===== config.mk =====
export PLATFORM = sky130hd
export DESIGN_NAME = fp4_e2m1_block_quantizer
export DESIGN_NICKNAME = d
export VERILOG_FILES = /design/src/rtl/fp4_e2m1_pkg.sv /design/src/rtl/fp4_e2m1_encode.sv /design/src/rtl/fp4_e2m1_block_quantizer.sv
export SDC_FILE = /design/constraint.sdc
export NUM_CORES = 1
export LEC_CHECK = 0
export CORE_ASPECT_RATIO = 0.8
export CORE_MARGIN = 2
export CORE_UTILIZATION = 50
export DETAILED_ROUTE_END_ITERATION = 16
export GPL_TIMING_DRIVEN = 0
export PLACE_DENSITY_LB_ADDON = 0.2
export SYNTH_ARGS = -nofsm -noshare
export SYNTH_HDL_FRONTEND = slang
export SYNTH_SLANG_ARGS = --single-unit

===== constraint.sdc =====
create_clock -name clk_i -period 7.72 [get_ports clk_i]
set_input_delay 1.158 -clock clk_i [delete_from_list [all_inputs] [get_ports clk_i]]
set_output_delay 1.158 -clock clk_i [all_outputs]
set_load 0.1 [all_outputs]

===== src/rtl/fp4_e2m1_pkg.sv =====
// Shared types and constants for the FP4 (E2M1) block quantizer.
package fp4_e2m1_pkg;

    // One E2M1 code: {sign, exp[1:0], man}.
    typedef struct packed {
        logic       sign;
        logic [1:0] exp;
        logic       man;
    } fp4_e2m1_t;

    // Largest unbiased exponent representable in E2M1 (6.0 = 1.5 * 2^2).
    localparam int         E2M1_EMAX       = 2;
    localparam logic [7:0] E8M0_BIAS       = 8'd127;
    // Scale reported for an all-zero block (2^0).
    localparam logic [7:0] E8M0_ZERO_BLOCK = 8'h7F;

    typedef enum logic [1:0] {
        ST_IDLE,
        ST_FILL,
        ST_SCALE,
        ST_EMIT
    } state_t;

endpackage


===== src/rtl/fp4_e2m1_encode.sv =====
// Combinational E2M1 encoder: scales |x| by 2^-X, rounds to the E2M1 grid
// (ties to the code with man=0) and saturates to 6.0.
module fp4_e2m1_encode
    import fp4_e2m1_pkg::*;
#(
    parameter int IN_W = 16,
    parameter int XW   = 6
) (
    input  logic [IN_W-1:0]       mag,
    input  logic                  sign,
    input  logic signed [XW-1:0]  x,
    output fp4_e2m1_t             code
);

    // Working value carries four fraction bits below the magnitude LSB.
    localparam int WW = IN_W + 4;

    logic [WW-1:0] wide;
    logic [WW-1:0] q4;
    logic [WW-1:0] lost_mask;
    logic          sticky;
    logic          round_up;
    logic [2:0]    mag_code;
    int            sh;
    int            sh_u;

    // q4 = |x| * 2^-X in units of 0.25, plus a sticky bit for anything lower.
    // Each binade then has its own grid step: 0.5 below 2, 1 below 4, 2 above.
    always_comb begin
        wide      = {mag, 4'b0000};
        sh        = int'(x) + 2;
        sh_u      = (sh < 0) ? 0 : sh;
        q4        = wide >> sh_u;
        lost_mask = ~({WW{1'b1}} << sh_u);
        sticky    = |(wide & lost_mask);
        round_up  = 1'b0;
        mag_code  = 3'd0;
        if ((sh < 0 && mag != '0) || q4 >= WW'(24)) begin
            mag_code = 3'd7;
        end else if (q4 < WW'(8)) begin
            round_up = q4[0] & (sticky | q4[1]);
            mag_code = {1'b0, q4[2:1]} + {2'b00, round_up};
        end else if (q4 < WW'(16)) begin
            round_up = q4[1] & (q4[0] | sticky | q4[2]);
            mag_code = {2'b10, q4[2]} + {2'b00, round_up};
        end else begin
            round_up = q4[2] & ((|q4[1:0]) | sticky);
            mag_code = 3'd6 + {2'b00, round_up};
        end
        code.sign = sign & (mag_code != 3'd0);
        code.exp  = mag_code[2:1];
        code.man  = mag_code[0];
    end

endmodule


===== src/rtl/fp4_e2m1_block_quantizer.sv =====
// Streaming MX-style block quantizer: buffers BLOCK_SIZE integers, derives a
// shared E8M0 scale from the OR of magnitudes, then streams E2M1 codes.
module fp4_e2m1_block_quantizer
    import fp4_e2m1_pkg::*;
#(
    parameter int BLOCK_SIZE = 32,
    parameter int IN_W       = 16
) (
    input  logic            clk_i,
    input  logic            rst_ni,
    input  logic            in_valid_i,
    output logic            in_ready_o,
    input  logic [IN_W-1:0] in_data_i,
    output logic            out_valid_o,
    input  logic            out_ready_i,
    output logic [3:0]      out_code_o,
    output logic [7:0]      out_scale_o,
    output logic            out_last_o
);

    localparam int IDX_W = $clog2(BLOCK_SIZE);
    localparam int PW    = $clog2(IN_W);
    localparam int XW    = $clog2(IN_W) + 2;
    localparam logic [IDX_W-1:0] IDX_LAST = IDX_W'(BLOCK_SIZE - 1);

    state_t                 state_reg;
    logic [IDX_W-1:0]       idx_reg;
    logic [IN_W-1:0]        or_acc_reg;
    logic signed [XW-1:0]   x_reg;
    logic [7:0]             scale_reg;

    logic [IN_W-1:0]        mag_mem [BLOCK_SIZE];
    logic                   sign_mem [BLOCK_SIZE];

    logic [IN_W-1:0]        in_mag;
    logic                   in_sign;
    logic                   in_fire;
    logic                   out_fire;
    logic                   idx_last;
    logic [PW-1:0]          msb_idx;
    int                     x_int;
    logic signed [XW-1:0]   x_next;
    logic [7:0]             scale_next;
    fp4_e2m1_t              enc_code;

    // Handshake and output decode; codes are forced to zero outside EMIT.
    always_comb begin
        in_ready_o  = (state_reg == ST_FILL);
        out_valid_o = (state_reg == ST_EMIT);
        idx_last    = (idx_reg == IDX_LAST);
        out_last_o  = out_valid_o && idx_last;
        in_fire     = in_valid_i && in_ready_o;
        out_fire    = out_valid_o && out_ready_i;
        out_code_o  = out_valid_o ? enc_code : 4'h0;
        out_scale_o = scale_reg;
        in_sign     = in_data_i[IN_W-1];
        in_mag      = in_sign ? (~in_data_i + 1'b1) : in_data_i;
    end

    // Highest set bit of the block OR gives the shared exponent X = p - emax.
    always_comb begin
        msb_idx = '0;
        for (int b = 0; b < IN_W; b++) begin
            if (or_acc_reg[b]) begin
                msb_idx = PW'(b);
            end
        end
        if (or_acc_reg == '0) begin
            x_int      = 0;
            scale_next = E8M0_ZERO_BLOCK;
        end else begin
            x_int      = int'(msb_idx) - E2M1_EMAX;
            scale_next = 8'(x_int) + E8M0_BIAS;
        end
        x_next = XW'(x_int);
    end

    // Element buffer: plain storage, contents are don't-care after reset.
    always_ff @(posedge clk_i) begin
        if (in_fire) begin
            mag_mem[idx_reg]  <= in_mag;
            sign_mem[idx_reg] <= in_sign;
        end
    end

    fp4_e2m1_encode #(
        .IN_W (IN_W),
        .XW   (XW)
    ) u_encode (
        .mag  (mag_mem[idx_reg]),
        .sign (sign_mem[idx_reg]),
        .x    (x_reg),
        .code (enc_code)
    );

    // Block sequencer: fill buffer, compute scale, drain codes, repeat.
    always_ff @(posedge clk_i or negedge rst_ni) begin
        if (!rst_ni) begin
            state_reg  <= ST_IDLE;
            idx_reg    <= '0;
            or_acc_reg <= '0;
            x_reg      <= '0;
            scale_reg  <= E8M0_ZERO_BLOCK;
        end else begin
            case (state_reg)
                ST_IDLE: begin
                    state_reg <= ST_FILL;
                end
                ST_FILL: begin
                    if (in_fire) begin
                        or_acc_reg <= or_acc_reg | in_mag;
                        idx_reg    <= idx_reg + 1'b1;
                        if (idx_last) begin
                            state_reg <= ST_SCALE;
                        end
                    end
                end
                ST_SCALE: begin
                    x_reg     <= x_next;
                    scale_reg <= scale_next;
                    state_reg <= ST_EMIT;
                end
                ST_EMIT: begin
                    if (out_fire) begin
                        idx_reg <= idx_reg + 1'b1;
                        if (idx_last) begin
                            idx_reg    <= '0;
                            or_acc_reg <= '0;
                            state_reg  <= ST_FILL;
                        end
                    end
                end
                default: begin
                    state_reg <= ST_IDLE;
                end
            endcase
        end
    end

endmodule


**Word level (Yosys, flattened, before mapping)**

Memory sizes are Yosys's and may differ from the RTL's.
Index checks and enable logic that the tools add are counted.

- $add $sub $neg: 8
- $mul: 0
- Div/mod/pow operators: 0
- Order comparisons: 4
- Equality and inequality tests: 8
- Shifts and indexed selects: 2
- Muxes and demuxes: 38
- Bitwise operators: 12
- Reduce and logical (&&, ||, !) cells: 15

Operators with widths:

| cell | number |
|---|---|
| $mux W16 | 4 |
| $mux W4 | 15 |
| $lt A32 B1 Y1 const B | 1 |
| $mux W32 | 1 |
| $pmux W16 S2 | 1 |
| $shl A20 B32 Y20 const A | 1 |
| $shr A20 B32 Y20 | 1 |
| $and A20 B20 Y20 | 1 |
| $ge A20 B5 Y1 const B | 1 |
| $lt A20 B4 Y1 const B | 1 |
| $lt A20 B5 Y1 const B | 1 |
| $not A20 Y20 | 1 |
| $reduce_or A20 Y1 | 1 |
| $add A16 B1 Y16 const B | 1 |
| $logic_not A16 Y1 | 1 |
| $not A16 Y16 | 1 |
| $or A16 B16 Y16 | 1 |
| $reduce_bool A16 Y1 | 1 |
| $mux W5 | 3 |
| $pmux W5 S2 | 1 |
| $mux W3 | 3 |
| $add A8 B7 Y8 const B | 1 |
| $mux W2 | 4 |
| $mux W8 | 1 |
| 23 further kinds | 39 |

- Register bits: 37
- Bits in latches: 0
- RAM bits: 544
- Memory bits (read-only): 0
- Input port bits: 20
- Memories kept: 2

Memories:

| name | depth | width | rd ports | clocked after Yosys merged registers in | write ports | line | text |
|---|---|---|---|---|---|---|---|
| mag_mem | 32 | 16 | 1 | 0 | 1 | fp4_e2m1_block_quantizer.sv:32 | `logic [IN_W-1:0] mag_mem [BLOCK_SIZE];` |
| sign_mem | 32 | 1 | 1 | 0 | 1 | fp4_e2m1_block_quantizer.sv:33 | `logic sign_mem [BLOCK_SIZE];` |

**Logic depth before layout (Yosys ltp)**

Gate-level depths: netlist of the first run.

- Word-level depth: 18
- Depth in mapped cells: 17

**Modules after synthesis**

Synthesis of the first run repeated with hierarchy kept, for this count alone.

- Cell total of the unflattened synthesis: 1364
- Area total of the unflattened synthesis: 24471.0 um^2

Modules (own cells, without submodules):

| module | instances | cells an instance | area an instance (um^2) | seq. area each (um^2) |
|---|---|---|---|---|
| fp4_e2m1_block_quantizer | 1 | 1085 | 22620.4 | 17245.3 |
| fp4_e2m1_encode | 1 | 279 | 1850.5 | 0.0 |

**Worst setup path before layout of the first run**

No wires, ideal clock.

- Kind: register to output
- From: register idx_reg[0]
- To: output out_code_o[1]
- Data arrival time: 4.792 ns
- Setup slack: 1.770 ns
- Cell stages (with the launch flop): 15
- Path through: dfrtp_1 -> buf_2 -> buf_2 -> buf_2 -> mux2i_1 -> o22ai_1 -> nor4_1 -> nand2_1 -> mux4_2 -> a32o_1 -> a221oi_1 -> nor2_1 -> ha_1 -> nand2_1 -> a41oi_1

- Word-level cells in the longest chain between the ends: 11
- Elaborated cells on any way between the ends: 25

Ends and longest elaborated chain:

| item | line | text |
|---|---|---|
| from (decl) | fp4_e2m1_block_quantizer.sv:27 | `logic [IDX_W-1:0] idx_reg;` |
| from (signal assigned) | fp4_e2m1_block_quantizer.sv:112 | `idx_reg <= idx_reg + 1'b1;` |
| from (signal assigned) | fp4_e2m1_block_quantizer.sv:125 | `idx_reg <= idx_reg + 1'b1;` |
| $mem_v2 Z32 W16 (*) | n/a |  |
| parallel branches: the longest is 8 deep, another holds $lt A20 B5 Y1 | n/a |  |
| $mux W3 (*) | fp4_e2m1_encode.sv:38 | `if ((sh < 0 && mag != '0) \|\| q4 >= WW'(24)) begin` |
| $mux W4 (*) | fp4_e2m1_block_quantizer.sv:54 | `out_code_o = out_valid_o ? enc_code : 4'h0;` |
| to (decl) | fp4_e2m1_block_quantizer.sv:16 | `output logic [3:0] out_code_o,` |

Every way passes the cells marked *.

**Worst setup path in the final report of the first run**

- From: register idx_reg[0]
- To: output out_code_o[3]

- Word-level cells in the longest chain between the ends: 13
- Elaborated cells on any way between the ends: 28

Ends and longest elaborated chain:

| item | line | text |
|---|---|---|
| parallel branches: the longest is 11 deep, another holds $lt A20 B5 Y1 | n/a |  |
| $and A1 B1 Y1 (*) | fp4_e2m1_encode.sv:50 | `code.sign = sign & (mag_code != 3'd0);` |
| $mux W4 (*) | fp4_e2m1_block_quantizer.sv:54 |  |

Marks and branches as above.

==> results of run 1 <==
==> worst paths after layout <==
kind	cells after the start	slack [ns]	end
setup / recovery	16	0.23	out_code_o[3]
hold reg to reg	2	0.47	out_scale_o[0]$_DFFE_PN1N_
hold / removal	2	0.47	out_scale_o[0]$_DFFE_PN1N_
max in group asynchronous	1	6.55	or_acc_reg[5]$_DFFE_PN0P_
min in group asynchronous	1	0.65	idx_reg[4]$_DFFE_PN0P_
setup reg to reg	10	3.36	mag_mem[20][11]$_DFFE_PP_
==> routing by layer <==
layer / global-route usage, % / up-vias / part of all wire [%]
met3: 5.27 / 109 / 11
met2: 41.8 / 866 / 44
met5: 0 / - / 0
li1: - / 6420 / -
met4: 7.55 / 0 / 2.6
met1: 43.6 / 7737 / 43
==> worst min-delay path, cell delays in order (launching register included) <==
cell and delay (ns):
dfstp_2 0.37, inv_1 0.04, o21ai_0 0.06
==> stage by stage <==
step	util [%]	total power, mW	cell area [um2]	hold slack [ns]	cells
global route	58.4	11.4	28100	0.511	2339
detailed placement	54.6	8.27	26300	0.468	2238
floorplan	-	6.75	24300	0.463	1540
CTS	58.4	10.9	28100	0.476	2339
global placement	52.8	8.17	25400	0.466	2203
finish	58.4	11.0	28100	0.475	2339
==> cell families after synthesis <==
| kind of cell | after synthesis | share of synthesized area (%) |
|---|---|---|
| AO/OA/AOI/OAI | 282 | 7.68 |
| XOR/XNOR | 20 | 0.721 |
| adder cells (fa/ha/maj) | 16 | 0.824 |
| buffers and inverters | 106 | 2.26 |
| flip-flops | 580 | 71.0 |
| multiplexers | 270 | 11.7 |
| AND/OR/NAND/NOR | 266 | 5.83 |
==> power by group through the flow <==
| stage | logic, mW | registers, mW | clock network, mW |
|---|---|---|---|
| 6_report | 4.59 | 3.75 | 2.69 |
| 5_1_grt | 4.80 | 3.77 | 2.85 |
| 4_1_cts | 4.49 | 3.75 | 2.71 |
| 3_5_place_dp | 4.46 | 3.81 | 0 |
| 3_3_place_gp | 4.35 | 3.82 | 0 |
| 2_1_floorplan | 2.82 | 3.93 | 0 |
==> synth_stat cells (18+ instances only) <==
cell type	number	area [um2]
edfxtp_1	544	16300
mux2i_1	257	2570
o22ai_1	146	913
nor2_1	85	319
nand2_1	50	188
a21oi_1	40	200
nor4_1	38	238
buf_2	34	170
dfrtp_1	29	726
nand3_1	24	120
inv_1	22	82.6
clkbuf_1	18	67.6
==> cell type report <==
type	count	area (um2)
flip-flops and latches	580	17200
repair buffers	69	907
plain buffers	84	467
multi-input cells	854	6830
clock buffers	73	1540
clock inverters	28	254
fillers	3691	20000
inverters	22	82.6
well taps	629	787
==> flow_summary_export.csv, run 1 <==
group,metric,value,unit
timing,setup_viol_count_final,0,
synthesis,synth_cell_types,82,
pwr,clkPwrFrac,24.4,%
timing,min_period,7.49,ns
status,outcome,"finished, final reports clean",
pwr,peakVddDrop,0.000277,V
clocking,cts_buffers,55,
clocking,cts_tree,"yes",
worst_setup_path,cp-start-kind,"flip-flop",
worst_setup_path,critical-path-top-delay-family,"compound AO/OA/AOI/OAI gates",
timing,fin_crit_sh,97.0,%
layout,n_antenna_cell,0,
floorplan,io_pins,35,
worst_hold_path,hold_start,"out_scale_o[0]$_DFFE_PN1N_",
job,drv_cap,0,
grt,overflow,0,
placement,dp_hpwl,47000,um
route,drt-wirelength-per-cell,30.5,um
clocking,hold_buffers,0,
timing,maxSlewViolCount,0,
clocking,h-tree-depth,2,
worst_setup_path,crit_path_max_incr_delay,0.70,ns
pwr,intPower,6.64,mW
worst_setup_path,cp.arrival,6.33,ns
synthesis,synth_seq_cells,580,
worst_setup_path,crit_path_end_kind,"output port",
synthesis,ys.flop_type,"edfxtp_1",
grt,antenna_found_initial,1,
clocking,numClockSinks,580,
timing,tightest_slew,1.39,ns
route,wirelength,71400,um
layout,syn2layout_area_growth,15.8,%
floorplan,core,0.0481,mm2
clocking,cts_root_buf,"clkbuf_16",
route,drt_pass1_iterations,8,
worst_setup_path,crit_fanout,10,
route,num_vias,15100,
floorplan,fp.dieH,201,um
worst_setup_path,crit_chain,"buf_2 > buf_6 > buf_2 > buf_2 > mux2i_1 > o22ai_1 > nor4_2 > nand2_1 > o22ai_1 > nor3_1 > o21ai_0 > o311ai_1 > o311ai_0 > o2111ai_1 > a31oi_1 > clkbuf_2",
worst_setup_path,crit_buf_inv,5,
layout,nets,1702,
worst_setup_path,cp-startpoint,"idx_reg[0]$_DFFE_PN0P_",
timing,max_slew_margin,7.29,%
synthesis,yosysWarnings,0,
pwr,switching_power,4.39,mW
synthesis,mappedNetlistNets,1576,
worst_setup_path,r2r_start,"idx_reg[0]$_DFFE_PN0P_",
placement,dp_slack,-0.197,ns
synthesis,synth_area_per_cell,15.8,um2
layout,largest_reg_flops,512,
placement,place.gp.congestion,0.875,
layout,final_common_cell,"edfxtp_1",
timing,setup_ws,0.229,ns
timing,rsz0062_at_grt,"no",
synthesis,seq_area_frac_synth,71.0,%
worst_setup_path,path_class,"reg2out",
floorplan,rows,72,
pwr,leakagePower,9.70,nW
floorplan,die_area,0.0504,mm2
clocking,cts_buffer_depth,3,
pwr,swShare,39.8,%
timing,fmax,133,MHz
grt,grt_pass1_vias,14400,
timing,tns,0,ns
layout,layout_common_cells,"edfxtp_1 (544), mux2i_1 (257), o22ai_1 (146)",
grt,grt_pass1_wl,102000,um
layout,drive_gt1_share,16.3,%
pwr,power_frac_seq,34.0,%
grt,grt_max_degree,40,
route,dr.first_iter.drc_count,2046,
worst_setup_path,crit_slowest_cell,"nor4_2",
worst_setup_path,required,6.56,ns
clocking,clk_latency,0.60,ns
synthesis,mappedNetlistArea,0.0243,mm2
grt,grtUsageTotal,28.4,%
worst_setup_path,critPathMostFrequentCell,"buf_2",
floorplan,start_util,50.5,%
route,ant_nets,0,
clocking,cts_resized,11,
timing,fin_worst_skew,0.0120,ns
worst_hold_path,hp-class,"reg2reg",
synthesis,syn-instance-count,1540,
route,via_per_inst,6.47,
synthesis,synthArstFlopShare,6.21,%
clocking,clk_pin_slew_worst_paths,0.07,ns
route,drc_errors,0,
floorplan,dieWidth,250,um
pwr,pwr-share-comb,41.6,%
pwr,p_per_area,393,mW/mm2
placement,io_buffers,34,
timing,hold_violations,0,
synthesis,synth_edf_count,544,
clocking,cts_setup_buffers,0,
Note: power is estimated with default switching activity, not from simulation.
==> inputs of run 2 (changes only) <==
--- a/config.mk
+++ b/config.mk
@@ -10,7 +10,7 @@
 export CORE_UTILIZATION = 50
 export DETAILED_ROUTE_END_ITERATION = 16
 export GPL_TIMING_DRIVEN = 0
-export PLACE_DENSITY_LB_ADDON = 0.2
+export PLACE_DENSITY = 0.66
 export SYNTH_ARGS = -nofsm -noshare
 export SYNTH_HDL_FRONTEND = slang
 export SYNTH_SLANG_ARGS = --single-unit
==> run 2 against run 1 <==
Net effect: the flow now finishes with violations (max-capacitance violations, max-slew violations); combinational power barely moved; final cell count is 0.34% higher; total power barely moved; sequential share of layout area down 0.21 points; sequential power barely moved; setup slack gained 0.026 ns; clock-buffer cell count decreased by 4; fmax up 0.35%; critical path type unchanged; critical endpoint unchanged.
==> flow_summary_export.csv, run 2 (synthesis results as in run 1) <==
group,metric,value,unit
status,outcome,"complete, but fails checks",
status,violations,"max-capacitance violations, max-slew violations",
worst_setup_path,critPathMostFrequentCell,"buf_2",
worst_setup_path,crit_path_max_incr_delay,0.74,ns
worst_setup_path,cp-endpoint,"out_code_o[3]",
worst_setup_path,r2r_start,"idx_reg[0]$_DFFE_PN0P_",
floorplan,die_area,0.0504,mm2
timing,setup_ws,0.255,ns
timing,fin_worst_skew,0.0164,ns
floorplan,start_util,50.5,%
worst_setup_path,r2r-end,"mag_mem[28][9]$_DFFE_PP_",
pwr,p_per_area,391,mW/mm2
timing,hold_slack,0.479,ns
grt,grt_pass1_wl,102000,um
worst_setup_path,crit_path_end_kind,"output port",
timing,setup_viol_count_final,0,
clocking,cts_buffers,55,
clocking,clk_latency,0.62,ns
layout,drive_gt1_share,16.7,%
worst_setup_path,rrSetupSlack,3.45,ns
timing,rsz0062_at_grt,"no",
clocking,clk_pin_slew_worst_paths,0.06,ns
floorplan,dieWidth,250,um
clocking,cts_tree,"yes",
layout,nets,1709,
worst_setup_path,crit_fanout,10,
worst_setup_path,crit_slowest_cell,"nor4_1",
timing,min_period,7.46,ns
route,via_per_inst,6.40,
layout,layout_common_cells,"edfxtp_1 (544), mux2i_1 (257), o22ai_1 (146)",
timing,tightest_slew,1.52,ns
clocking,cts_root_buf,"clkbuf_16",
layout,largest_reg_flops,512,
layout,final_common_cell,"edfxtp_1",
route,ant_nets,0,
timing,fin_crit_sh,96.7,%
floorplan,io_pins,35,
floorplan,rows,72,
job,drv_cap,1,
clocking,cts_setup_buffers,0,
grt,grt_max_degree,40,
floorplan,fp.dieH,201,um
placement,dp_hpwl,47300,um
worst_setup_path,cp-start-kind,"flip-flop",
grt,grt_pass1_vias,14800,
pwr,peakVddDrop,0.000216,V
route,drt-wirelength-per-cell,30.3,um
worst_setup_path,crit_chain,"buf_2 > buf_6 > buf_2 > buf_2 > mux2i_1 > o22ai_1 > nor4_2 > nand2_1 > o41ai_1 > a31oi_1 > nor4_1 > nor2_1 > mux2_2 > o2111ai_1 > a31oi_1 > clkbuf_2",
placement,dp_slack,0.0275,ns
worst_setup_path,path_class,"reg2out",
clocking,numClockSinks,580,
placement,io_buffers,34,
layout,postLayoutCoreUtil,58.6,%
route,drt_pass1_iterations,6,
route,wirelength,71000,um
timing,hold_violations,0,
worst_setup_path,cp-startpoint,"idx_reg[0]$_DFFE_PN0P_",
worst_setup_path,r2r_cells,10,
route,dr.first_iter.drc_count,2462,
clocking,h-tree-depth,2,
timing,maxSlewViolCount,5,
grt,grtUsageTotal,28.4,%
worst_setup_path,required,6.56,ns
grt,antenna_found_initial,3,
timing,fmax,134,MHz
timing,tns,0,ns
layout,n_antenna_cell,0,
placement,place.gp.congestion,0.898,
worst_hold_path,hp-class,"reg2reg",
layout,syn2layout_area_growth,16.1,%
route,num_vias,15000,
grt,overflow,0,
worst_setup_path,cp.arrival,6.31,ns
timing,max_slew_margin,-2.51,%
pwr,leakagePower,9.76,nW
layout,nFillCells,3640,
clocking,cts_buffer_depth,3,
floorplan,core,0.0481,mm2
route,drc_errors,0,
-- run 2: cell count changes in the layout (fill, tap and decap cells not counted), sizes merged --
cell / before / now
buf: 96 / 103
bufinv: 4 / 6
clkbuf: 100 / 96
clkinv: 19 / 24
clkinvlp: 3 / 1
-- run 2: critical path, delay by kind of cell, from the launching register on --
family	cells	cell delay [ns]
multiplexers	2	0.52
AND/OR/NAND/NOR	4	1.86
AO/OA/AOI/OAI	5	1.04
flip-flops	1	0.50
buffers and inverters	5	1.71
-- run 2: power by group --
part	switching, mW	internal, mW	total (mW)
registers	0.0955	3.65	3.75
logic	3.12	1.45	4.58
clock network	1.17	1.54	2.71
-- run 2: stage by stage --
stage	instances	cell area (um2)	power (mW)
after floorplan	1540	24300	6.75
after global placement	2203	25400	8.17
after CTS	2346	28200	10.9
after detailed placement	2244	26300	8.26
final	2347	28200	11.0
after global routing	2347	28200	11.4
-- run 2: worst min path at each step --
stage	startpoint	to	slack, ns	cells past startpoint
final	out_scale_o[0]$_DFFE_PN1N_	out_scale_o[0]$_DFFE_PN1N_	0.48	2
after CTS	out_scale_o[0]$_DFFE_PN1N_	out_scale_o[0]$_DFFE_PN1N_	0.48	2
after global routing	out_scale_o[2]$_DFFE_PN1N_	out_scale_o[2]$_DFFE_PN1N_	0.51	2
after floorplan	or_acc_reg[0]$_DFFE_PN0P_	or_acc_reg[0]$_DFFE_PN0P_	0.46	2
after global placement	out_scale_o[0]$_DFFE_PN1N_	out_scale_o[0]$_DFFE_PN1N_	0.46	2
after detailed placement	out_scale_o[0]$_DFFE_PN1N_	out_scale_o[0]$_DFFE_PN1N_	0.47	2
-- run 2: per-layer routing --
layer,global-route usage [%],share of wire [%],up-vias
met5,0,0,-
met4,8.49,3.0,0
met3,8.51,12,146
met2,41.8,43,901
met1,41.1,41,7553
li1,-,-,6423
-- run 2: repair_timing --
action	CTS	global route
endpoints found under the hold margin	0	0
hold buffers	0	0
gates resized for setup	12	12
endpoints found under the setup margin	4	4
-- run 2: area by class of cell --
cell class | instances | area, um2 | area share [%]
inverter | 22 | 82.6 | 0.293
timing repair buffer | 76 | 1010 | 3.59
clock inverter | 33 | 347 | 1.23
sequential | 580 | 17200 | 61.1
buffer | 84 | 467 | 1.65
tap | 629 | 787 | 2.79
multi-input combinational | 854 | 6800 | 24.1
clock buffer | 69 | 1460 | 5.17
==> inputs of run 3 (changes only) <==
--- a/config.mk
+++ b/config.mk
@@ -5,12 +5,14 @@
 export SDC_FILE = /design/constraint.sdc
 export NUM_CORES = 1
 export LEC_CHECK = 0
+export CELL_PAD_IN_SITES_DETAIL_PLACEMENT = 1
+export CELL_PAD_IN_SITES_GLOBAL_PLACEMENT = 1
 export CORE_ASPECT_RATIO = 0.8
 export CORE_MARGIN = 2
 export CORE_UTILIZATION = 50
 export DETAILED_ROUTE_END_ITERATION = 16
 export GPL_TIMING_DRIVEN = 0
-export PLACE_DENSITY = 0.66
+export PLACE_DENSITY_LB_ADDON = 0.1
 export SYNTH_ARGS = -nofsm -noshare
 export SYNTH_HDL_FRONTEND = slang
 export SYNTH_SLANG_ARGS = --single-unit
==> constraint.sdc (replaced) <==
create_clock -name clk_i -period 8.2 [get_ports clk_i]
set_input_delay 1.23 -clock clk_i [delete_from_list [all_inputs] [get_ports clk_i]]
set_output_delay 1.23 -clock clk_i [all_outputs]
set_load 0.1 [all_outputs]
==> run 3 against run 2 <==
Net effect: the flow now finishes without violations; clock power fell by 5%; sequential power fell by 5.9%; first-iteration DRC count fell by 33%; critical endpoint is now out_code_o[2]; via count rose by 2.2%; core utilization barely moved; worst hold slack got worse by 0.00070 ns; cell area barely moved; die area did not move; register-to-register slack improved by 0.43 ns; total power fell by 4.8%; non-clock buffer count fell by 6; final cell count barely moved.
==> flow_summary_export.csv, run 3 (synthesis results as in run 1) <==
group,metric,value,unit
timing,min_period,7.77,ns
layout,postLayoutCoreUtil,58.6,%
timing,rsz0062_at_grt,"no",
timing,tns,0,ns
clocking,clk_latency,0.63,ns
timing,fmax,129,MHz
worst_setup_path,crit_path_end_kind,"output port",
pwr,peakVddDrop,0.000349,V
pwr,p_per_area,373,mW/mm2
clocking,cts_tree,"yes",
placement,dpl.cell_count,2239,
layout,syn2layout_area_growth,16.2,%
timing,fin_worst_skew,0.0250,ns
clocking,h-tree-depth,2,
clocking,cts_buffer_depth,3,
job,drv_cap,0,
grt,antenna_found_initial,2,
layout,finalInstanceArea,0.0282,mm2
worst_setup_path,path_class,"reg2out",
floorplan,fp.dieH,201,um
grt,grt_pass1_wl,113000,um
pwr,leakagePower,9.75,nW
grt,grt_max_degree,40,
worst_setup_path,crit_fanout,10,
timing,tightest_slew,1.33,ns
route,drt_pass1_iterations,5,
clocking,cts_root_buf,"clkbuf_16",
route,dr.first_iter.drc_count,1654,
route,wirelength,78700,um
placement,place.gp.congestion,0.889,
layout,final_common_cell,"edfxtp_1",
grt,grt_pass1_vias,16000,
timing,fin_crit_sh,94.7,%
route,num_vias,15400,
timing,maxSlewViolCount,0,
clocking,cts_setup_buffers,0,
clocking,cts_buffers,57,
floorplan,rows,72,
timing,setup_viol_count_final,0,
layout,drive_gt1_share,16.7,%
floorplan,dieWidth,250,um
layout,nets,1705,
route,drt-wirelength-per-cell,33.5,um
placement,io_buffers,34,
floorplan,start_util,50.5,%
route,via_per_inst,6.55,
timing,hold_violations,0,
timing,max_slew_margin,11.0,%
layout,largest_reg_flops,512,
clocking,hold_buffers,0,
layout,final_cell_count_no_fill,2346,
grt,overflow,0,
placement,dp_hpwl,51500,um
placement,place_area,0.0263,mm2
worst_setup_path,cp-start-kind,"flip-flop",
clocking,numClockSinks,580,
worst_hold_path,hp-class,"reg2reg",
grt,grtUsageTotal,31.5,%
layout,layout_common_cells,"edfxtp_1 (544), mux2i_1 (257), o22ai_1 (146)",
floorplan,core,0.0481,mm2
clocking,clk_pin_slew_worst_paths,0.06,ns
worst_setup_path,rrSetupSlack,3.88,ns
floorplan,io_pins,35,
route,drc_errors,0,
layout,n_antenna_cell,0,
floorplan,die_area,0.0504,mm2
worst_setup_path,cp.arrival,6.54,ns
route,ant_nets,0,
status,outcome,"finished, final reports clean",
worst_setup_path,required,6.97,ns
-- run 3: cell types whose count changed in the layout (fill, tap and decap cells not counted), sizes merged --
cell,change
buf,-6
inv,-1
clkbuf,+1
dlymetal6s2s,+2
clkinvlp,+3
bufinv,-3
clkinv,+3
-- run 3: path summary, 6_finish.rpt --
path / endpoint / depth (start not counted) / start
worst max-delay path: out_code_o[2] / 15 / idx_reg[0]$_DFFE_PN0P_
min in group asynchronous: or_acc_reg[2]$_DFFE_PN0P_ / 1 / rst_ni
worst min register to register: out_scale_o[0]$_DFFE_PN1N_ / 2 / out_scale_o[0]$_DFFE_PN1N_
worst min-delay path: out_scale_o[0]$_DFFE_PN1N_ / 2 / out_scale_o[0]$_DFFE_PN1N_
max in group asynchronous: idx_reg[4]$_DFFE_PN0P_ / 1 / rst_ni
worst max register to register: mag_mem[24][0]$_DFFE_PP_ / 10 / idx_reg[0]$_DFFE_PN0P_
-- run 3: critical path, stage by stage (launching register included) --
cell,delay (ns)
dfrtp_1,0.38
buf_2,0.19
buf_2,0.41
buf_2,0.54
mux2i_1,0.25
o22ai_1,0.14
nor4_1,0.80
nand2_1,0.35
mux4_2,0.59
a32o_1,0.27
a221oi_1,0.38
nor2_1,0.09
ha_1,0.20
nor4b_2,0.31
nor2_1,0.07
clkdlybuf4s50_1,0.97
-- run 3: per-layer routing --
metal | up-vias | part of all wire, % | wire (um) | global-route usage, %
met3 | 128 | 7.7 | 6070 | 5.41
met4 | 0 | 2.8 | 2220 | 9.30
li1 | 6443 | - | - | -
met2 | 650 | 47 | 36700 | 50.3
met5 | - | 0 | 0 | 0
met1 | 8135 | 43 | 33700 | 44.8
-- run 3: metrics by stage --
step	hold slack (ns)	total power, mW	setup WS (ns)
after detailed placement	0.474	7.88	0.509
after floorplan	0.463	6.35	2.18
final	0.478	10.5	0.431
after global placement	0.468	7.76	0.339
after CTS	0.484	10.4	0.0320
after global routing	0.506	10.9	0.178
-- run 3: what timing repair did --
item                                    4_1_cts  5_1_grt
gates cloned                                  0        0
endpoints found under the setup margin        3        4
gates resized for setup                       3        9
-- run 3: area by class of cell --
class / instances / area (um2)
well taps: 629 / 787
clock inverters: 35 / 290
repair buffers: 70 / 938
fillers: 4401 / 19900
multi-input cells: 854 / 6860
plain buffers: 84 / 467
inverters: 22 / 82.6
clock buffers: 72 / 1530
flip-flops and latches: 580 / 17200
-- run 3: where the power goes --
group | internal [mW] | total [mW] | switching (mW)
clock network | 1.42 | 2.58 | 1.15
logic | 1.38 | 4.41 | 3.03
registers | 3.44 | 3.53 | 0.0857
total | 6.25 | 10.5 | 4.27
